**src/rtl/mouse_pkg.sv**
```systemverilog
// Shared definitions for the PS/2 mouse receive path: receive states,
// error-code bit positions and the default watchdog limit.
package mouse_pkg;

  typedef enum logic [1:0] {
    S_IDLE,
    S_DATA,
    S_PARITY,
    S_STOP
  } rx_state_e;

  localparam int ERR_PARITY = 0;
  localparam int ERR_STOP   = 1;

  // 2 ms at a 50 MHz system clock
  localparam int DEFAULT_TIMEOUT_CYCLES = 100000;

endpackage

```
**src/rtl/ps2_edge_sync.sv**
```systemverilog
// Two-flop synchroniser for the raw PS/2 clock and data lines plus a
// registered copy of the clock line that yields a single-cycle falling-edge strobe.
module ps2_edge_sync (
  input  logic clock,
  input  logic reset,
  input  logic ps2_clk_in,
  input  logic ps2_data_in,
  output logic sync_data,
  output logic fall_strobe
);

  logic clk_meta_q, clk_meta_d;
  logic clk_sync_q, clk_sync_d;
  logic clk_prev_q, clk_prev_d;
  logic data_meta_q, data_meta_d;
  logic data_sync_q, data_sync_d;

  always_comb begin
    clk_meta_d  = ps2_clk_in;
    clk_sync_d  = clk_meta_q;
    clk_prev_d  = clk_sync_q;
    data_meta_d = ps2_data_in;
    data_sync_d = data_meta_q;
  end

  // Reset to the idle-high line level so leaving reset never fakes an edge
  always_ff @(posedge clock) begin
    if (reset) begin
      clk_meta_q  <= 1'b1;
      clk_sync_q  <= 1'b1;
      clk_prev_q  <= 1'b1;
      data_meta_q <= 1'b1;
      data_sync_q <= 1'b1;
    end else begin
      clk_meta_q  <= clk_meta_d;
      clk_sync_q  <= clk_sync_d;
      clk_prev_q  <= clk_prev_d;
      data_meta_q <= data_meta_d;
      data_sync_q <= data_sync_d;
    end
  end

  assign sync_data   = data_sync_q;
  assign fall_strobe = clk_prev_q & ~clk_sync_q;

endmodule

```
**src/rtl/mouse_receiver.sv**
```systemverilog
// PS/2 device-to-host frame receiver (start, 8 data LSB-first, odd parity, stop).
// Optional stalled-frame watchdog: define MOUSE_RX_TIMEOUT_EN.
module mouse_receiver
   import mouse_pkg::*;
#(
   parameter int TIMEOUT_CYCLES = DEFAULT_TIMEOUT_CYCLES
)
(
   input  logic       CLK,
   input  logic       RESET,
   input  logic       CLK_MOUSE_IN,
   input  logic       DATA_MOUSE_IN,
   input  logic       READ_ENABLE,
   output logic [7:0] BYTE_READ,
   output logic [1:0] BYTE_ERROR_CODE,
   output logic       BYTE_READY
);

   logic syncData;
   logic fallStrobe;

   ps2_edge_sync edgeSync (
      .clock       (CLK),
      .reset       (RESET),
      .ps2_clk_in  (CLK_MOUSE_IN),
      .ps2_data_in (DATA_MOUSE_IN),
      .sync_data   (syncData),
      .fall_strobe (fallStrobe)
   );

   rx_state_e  stateQ, stateD;
   logic [7:0] shiftQ, shiftD;
   logic [2:0] bitCntQ, bitCntD;
   logic       parityQ, parityD;
   logic [7:0] byteQ, byteD;
   logic [1:0] errQ, errD;
   logic       readyQ, readyD;

`ifdef MOUSE_RX_TIMEOUT_EN
   localparam int WD_W = $clog2(TIMEOUT_CYCLES);
   localparam logic [WD_W-1:0] WD_LIMIT = WD_W'(TIMEOUT_CYCLES - 1);
   logic [WD_W-1:0] wdQ, wdD;
`endif

   // Next-state logic: walks start/data/parity/stop on each falling-edge strobe,
   // and (when compiled in) lets the watchdog abandon a stalled frame
   always_comb begin
      stateD  = stateQ;
      shiftD  = shiftQ;
      bitCntD = bitCntQ;
      parityD = parityQ;
      byteD   = byteQ;
      errD    = errQ;
      readyD  = 1'b0;

      case (stateQ)
         S_IDLE: begin
            if (fallStrobe && READ_ENABLE && !syncData) begin
               shiftD  = '0;
               bitCntD = '0;
               stateD  = S_DATA;
            end
         end
         S_DATA: begin
            if (fallStrobe) begin
               shiftD  = {syncData, shiftQ[7:1]};
               bitCntD = bitCntQ + 3'd1;
               if (bitCntQ == 3'd7) begin
                  stateD = S_PARITY;
               end
            end
         end
         S_PARITY: begin
            if (fallStrobe) begin
               parityD = syncData;
               stateD  = S_STOP;
            end
         end
         S_STOP: begin
            if (fallStrobe) begin
               byteD             = shiftQ;
               errD[ERR_PARITY]  = ~^{shiftQ, parityQ};
               errD[ERR_STOP]    = ~syncData;
               readyD            = 1'b1;
               stateD            = S_IDLE;
            end
         end
         default: stateD = S_IDLE;
      endcase

`ifdef MOUSE_RX_TIMEOUT_EN
      wdD = wdQ;
      if (stateQ == S_IDLE || fallStrobe) begin
         wdD = '0;
      end else if (wdQ == WD_LIMIT) begin
         wdD    = '0;
         stateD = S_IDLE;
      end else begin
         wdD = wdQ + 1'b1;
      end
`endif
   end

   // State and output registers with synchronous active-high reset
   always_ff @(posedge CLK) begin
      if (RESET) begin
         stateQ  <= S_IDLE;
         shiftQ  <= '0;
         bitCntQ <= '0;
         parityQ <= 1'b0;
         byteQ   <= '0;
         errQ    <= '0;
         readyQ  <= 1'b0;
`ifdef MOUSE_RX_TIMEOUT_EN
         wdQ     <= '0;
`endif
      end else begin
         stateQ  <= stateD;
         shiftQ  <= shiftD;
         bitCntQ <= bitCntD;
         parityQ <= parityD;
         byteQ   <= byteD;
         errQ    <= errD;
         readyQ  <= readyD;
`ifdef MOUSE_RX_TIMEOUT_EN
         wdQ     <= wdD;
`endif
      end
   end

   assign BYTE_READ       = byteQ;
   assign BYTE_ERROR_CODE = errQ;
   assign BYTE_READY      = readyQ;

endmodule

```
**config.mk**
```make
export PLATFORM = sky130hd
export DESIGN_NAME = mouse_receiver
export DESIGN_NICKNAME = d
export VERILOG_FILES = /design/src/rtl/mouse_pkg.sv /design/src/rtl/ps2_edge_sync.sv /design/src/rtl/mouse_receiver.sv
export SDC_FILE = /design/constraint.sdc
export NUM_CORES = 1
export LEC_CHECK = 0
export CAP_MARGIN = 30
export CORE_MARGIN = 10
export CORE_UTILIZATION = 57
export CTS_CLUSTER_SIZE = 24
export DETAILED_ROUTE_END_ITERATION = 8
export GPL_TIMING_DRIVEN = 0
export PLACE_DENSITY = 0.81
export SYNTH_ARGS = -nofsm -noshare
export SYNTH_HDL_FRONTEND = slang
export SYNTH_SLANG_ARGS = --single-unit
```
**constraint.sdc**
```tcl
create_clock -name CLK -period 3.65 [get_ports CLK]
set_input_delay 0.5475 -clock CLK [delete_from_list [all_inputs] [get_ports CLK]]
set_output_delay 0.5475 -clock CLK [all_outputs]
set_load 0.02 [all_outputs]
```
==> impl_metrics.json <==
{
  "vias": 968,
  "p_per_area_mw_per_mm2": 394,
  "io_pins": 16,
  "crit_path_end_kind": "primary output",
  "clkSinkCount": 30,
  "whs_ps": 420,
  "finalHoldViolCount": 0,
  "hold_buffers": 0,
  "setup_viol": 0,
  "switching_share_pct": 25.2,
  "worst-setup-path-type": "register to primary output",
  "fp.dieW_um": 67.9,
  "drtAntennaViolNets": 0,
  "ys_ff_latch": 30,
  "final_util_pct": 70.5,
  "yosysWarnings": 0,
  "initialDrtViolationCount": 44,
  "synth_top_cell_by_area": "dfxtp_1",
  "sequentialPowerShare_pct": 55.8,
  "antenna_found_initial": 0,
  "seqCellArea_um2": 601,
  "root_buffer": "clkbuf_4",
  "syn-num-nets": 151,
  "peakVddDrop_mv": 0.330,
  "netlist_area_mm2": 0.00131,
  "drv_cap": 0,
  "initial_utilization_pct": 59.7,
  "fin_ws_ps": 1810,
  "startpoint_type": "register",
  "die_h_um": 67.9,
  "place_congestion": 0.798,
  "max_freq_mhz": 544,
  "path_delay_family": "buffers and inverters",
  "relSlewSlack_pct": 69.6,
  "p_int_uw": 454,
  "postCtsSetupBuffers": 0,
  "grt_remaining_overflow": 0,
  "fillCellCount": 170,
  "cp.buffers_inverters": 1,
  "diodes": 0,
  "clkPwrFrac_pct": 33.5,
  "hpwl_um": 1860,
  "port_buffers": 14,
  "vias_per_cell": 5.12,
  "routed_wl_um": 2460,
  "drt-pass1-iter-count": 4,
  "ctsHtreeMaxLevel": 2,
  "seq_area_frac_synth_pct": 45.9,
  "synth.avg_cell_area_um2": 9.42,
  "reg2reg_setup_slack_ps": 1830,
  "hp-class": "register to register",
  "synth_area_leaders": "dfxtp_1, mux2i_1, ha_1",
  "rsz0062_at_grt": "no",
  "synth_top_area_share_pct": 45.9,
  "cts.repair.resized": 0,
  "cp_max_fo": 2,
  "cp.arrival_ps": 1290,
  "grt_pass1_wl_um": 4040,
  "combPwrFrac_pct": 10.8,
  "area_growth_pct": 18.0,
  "clk_path_buf_depth": 2,
  "die_area_mm2": 0.00461,
  "grt_max_degree": 11,
  "slew_viol_final": 0,
  "crit_path_max_incr_delay_ps": 620,
  "tns_ps": 0,
  "cts_buffers": 5,
  "place_ws_ps": 1640,
  "switchingPower_uw": 153,
  "multi_input_area_um2": 669,
  "cp_slowest_cell": "clkdlybuf4s50_1",
  "grt_pass1_vias": 918,
  "cp_cell_sequence": "clkdlybuf4s50_1",
  "status": "completed",
  "fin_crit_sh_pct": 50.3,
  "postSynthCellCount": 139,
  "nets": 172,
  "cts_tree": "done",
  "clk_latency_ps": 330,
  "power.total_uw": 608,
  "critical_path_required_ps": 3100,
  "path_clk_slew_ps": 80,
  "finClkSkew_ps": 9.48,
  "netlist-cell-type-count": 27,
  "drive_gt1_share_pct": 10.6,
  "worstMarginPinSlew_ps": 457,
  "wl_per_cell_um": 13.0,
  "core_area_mm2": 0.00219,
  "period_needed_ps": 1840,
  "leakagePower_nw": 0.558,
  "route.detailed.drc": 0,
  "grt_use_total_pct": 11.9,
  "rows": 17
}
-- power groups by stage --
| stage | logic (mW) | clock network, mW | registers, mW |
|---|---|---|---|
| floorplan | 0.0486 | 0 | 0.345 |
| global placement | 0.0608 | 0 | 0.346 |
| detailed placement | 0.0654 | 0 | 0.347 |
| CTS | 0.0660 | 0.211 | 0.339 |
| global route | 0.0751 | 0.228 | 0.340 |
| finish | 0.0654 | 0.203 | 0.339 |
-- sequential cells by signal, indices dropped and copies added (netlist names) --
signal                cells
BYTE_ERROR_CODE           2
BYTE_READ                 8
BYTE_READY                1
bitCntQ                   3
edgeSync.clk_meta_q       1
edgeSync.clk_prev_d       1
edgeSync.clk_prev_q       1
edgeSync.data_meta_q      1
edgeSync.sync_data        1
parityQ                   1
shiftQ                    8
stateQ                    2
-- synthesized netlist by cell type, drive strengths merged --
cell type,number
xor2,1
a21oi,11
nor2b,2
nand3,2
a311oi,1
xnor3,1
buf,2
mux2i,11
or2,5
a211oi,3
or4,1
dfxtp,30
nand2,19
a21bo,1
ha,7
nand3b,1
inv,3
xnor2,5
and2,11
nor2,14
a221o,1
nand2b,3
clkbuf,4
-- area by class of cell --
cell class | count | area share [%]
Clock inverter | 1 | 0.324
Multi-Input combinational cell | 100 | 43.4
Tap cell | 28 | 2.27
Timing Repair Buffer | 14 | 9.08
Clock buffer | 7 | 3.57
Buffer | 6 | 1.78
Inverter | 3 | 0.729
Sequential cell | 30 | 38.9
-- placed cells by master (no fill, tap or decap), types with 2 or more instances in the layout --
| cell | Yosys | final |
|---|---|---|
| nand2_1 | 19 | 19 |
| nor2b_1 | 2 | 2 |
| and2_1 | 10 | 10 |
| clkdlybuf4s50_1 | 0 | 14 |
| nand2b_1 | 3 | 3 |
| nor2_1 | 14 | 14 |
| inv_1 | 3 | 3 |
| dfxtp_1 | 30 | 30 |
| clkbuf_4 | 0 | 5 |
| or2_2 | 5 | 5 |
| nand3_1 | 2 | 2 |
| clkbuf_1 | 4 | 5 |
| mux2i_1 | 11 | 11 |
| xnor2_1 | 5 | 5 |
| a21oi_1 | 10 | 10 |
| ha_1 | 7 | 7 |
| a211oi_1 | 2 | 2 |
-- layer usage --
metal	up-vias	global-route usage [%]	wire length, µm
li1	497	-	-
met1	446	11.3	968
met2	18	19.0	1250
met3	7	7.18	181
met4	0	8.04	64
met5	-	0	0
-- cell families (layout without fill, tap and decap cells) --
| group | count (synthesis) | in the layout | share of synthesized area [%] |
|---|---|---|---|
| AND/OR/NAND/NOR | 58 | 58 | 21.5 |
| flip-flops | 30 | 30 | 45.9 |
| XOR/XNOR | 7 | 7 | 5.74 |
| AO/OA/AOI/OAI | 17 | 17 | 8.80 |
| multiplexers | 11 | 11 | 8.41 |
| adder cells (fa/ha/maj) | 7 | 7 | 6.69 |
| buffers and inverters | 9 | 31 | 2.96 |
-- metrics by stage --
stage | area, µm² | std cells
after CTS | 1540 | 189
final | 1540 | 189
after detailed placement | 1480 | 181
after floorplan | 1310 | 139
after global routing | 1540 | 189
after global placement | 1480 | 181
-- worst paths after layout --
kind	end	from	depth (start not counted)
max	BYTE_READ[7]	BYTE_READ[7]$_SDFFE_PP0P_	1
min	edgeSync.clk_prev_d$_SDFF_PP1_	edgeSync.clk_meta_q$_SDFF_PP1_	1
max reg2reg	stateQ[0]$_SDFFE_PP0P_	stateQ[1]$_SDFFE_PP0P_	5
min reg2reg	edgeSync.clk_prev_d$_SDFF_PP1_	edgeSync.clk_meta_q$_SDFF_PP1_	1
Note: power is estimated with default switching activity, not from simulation.
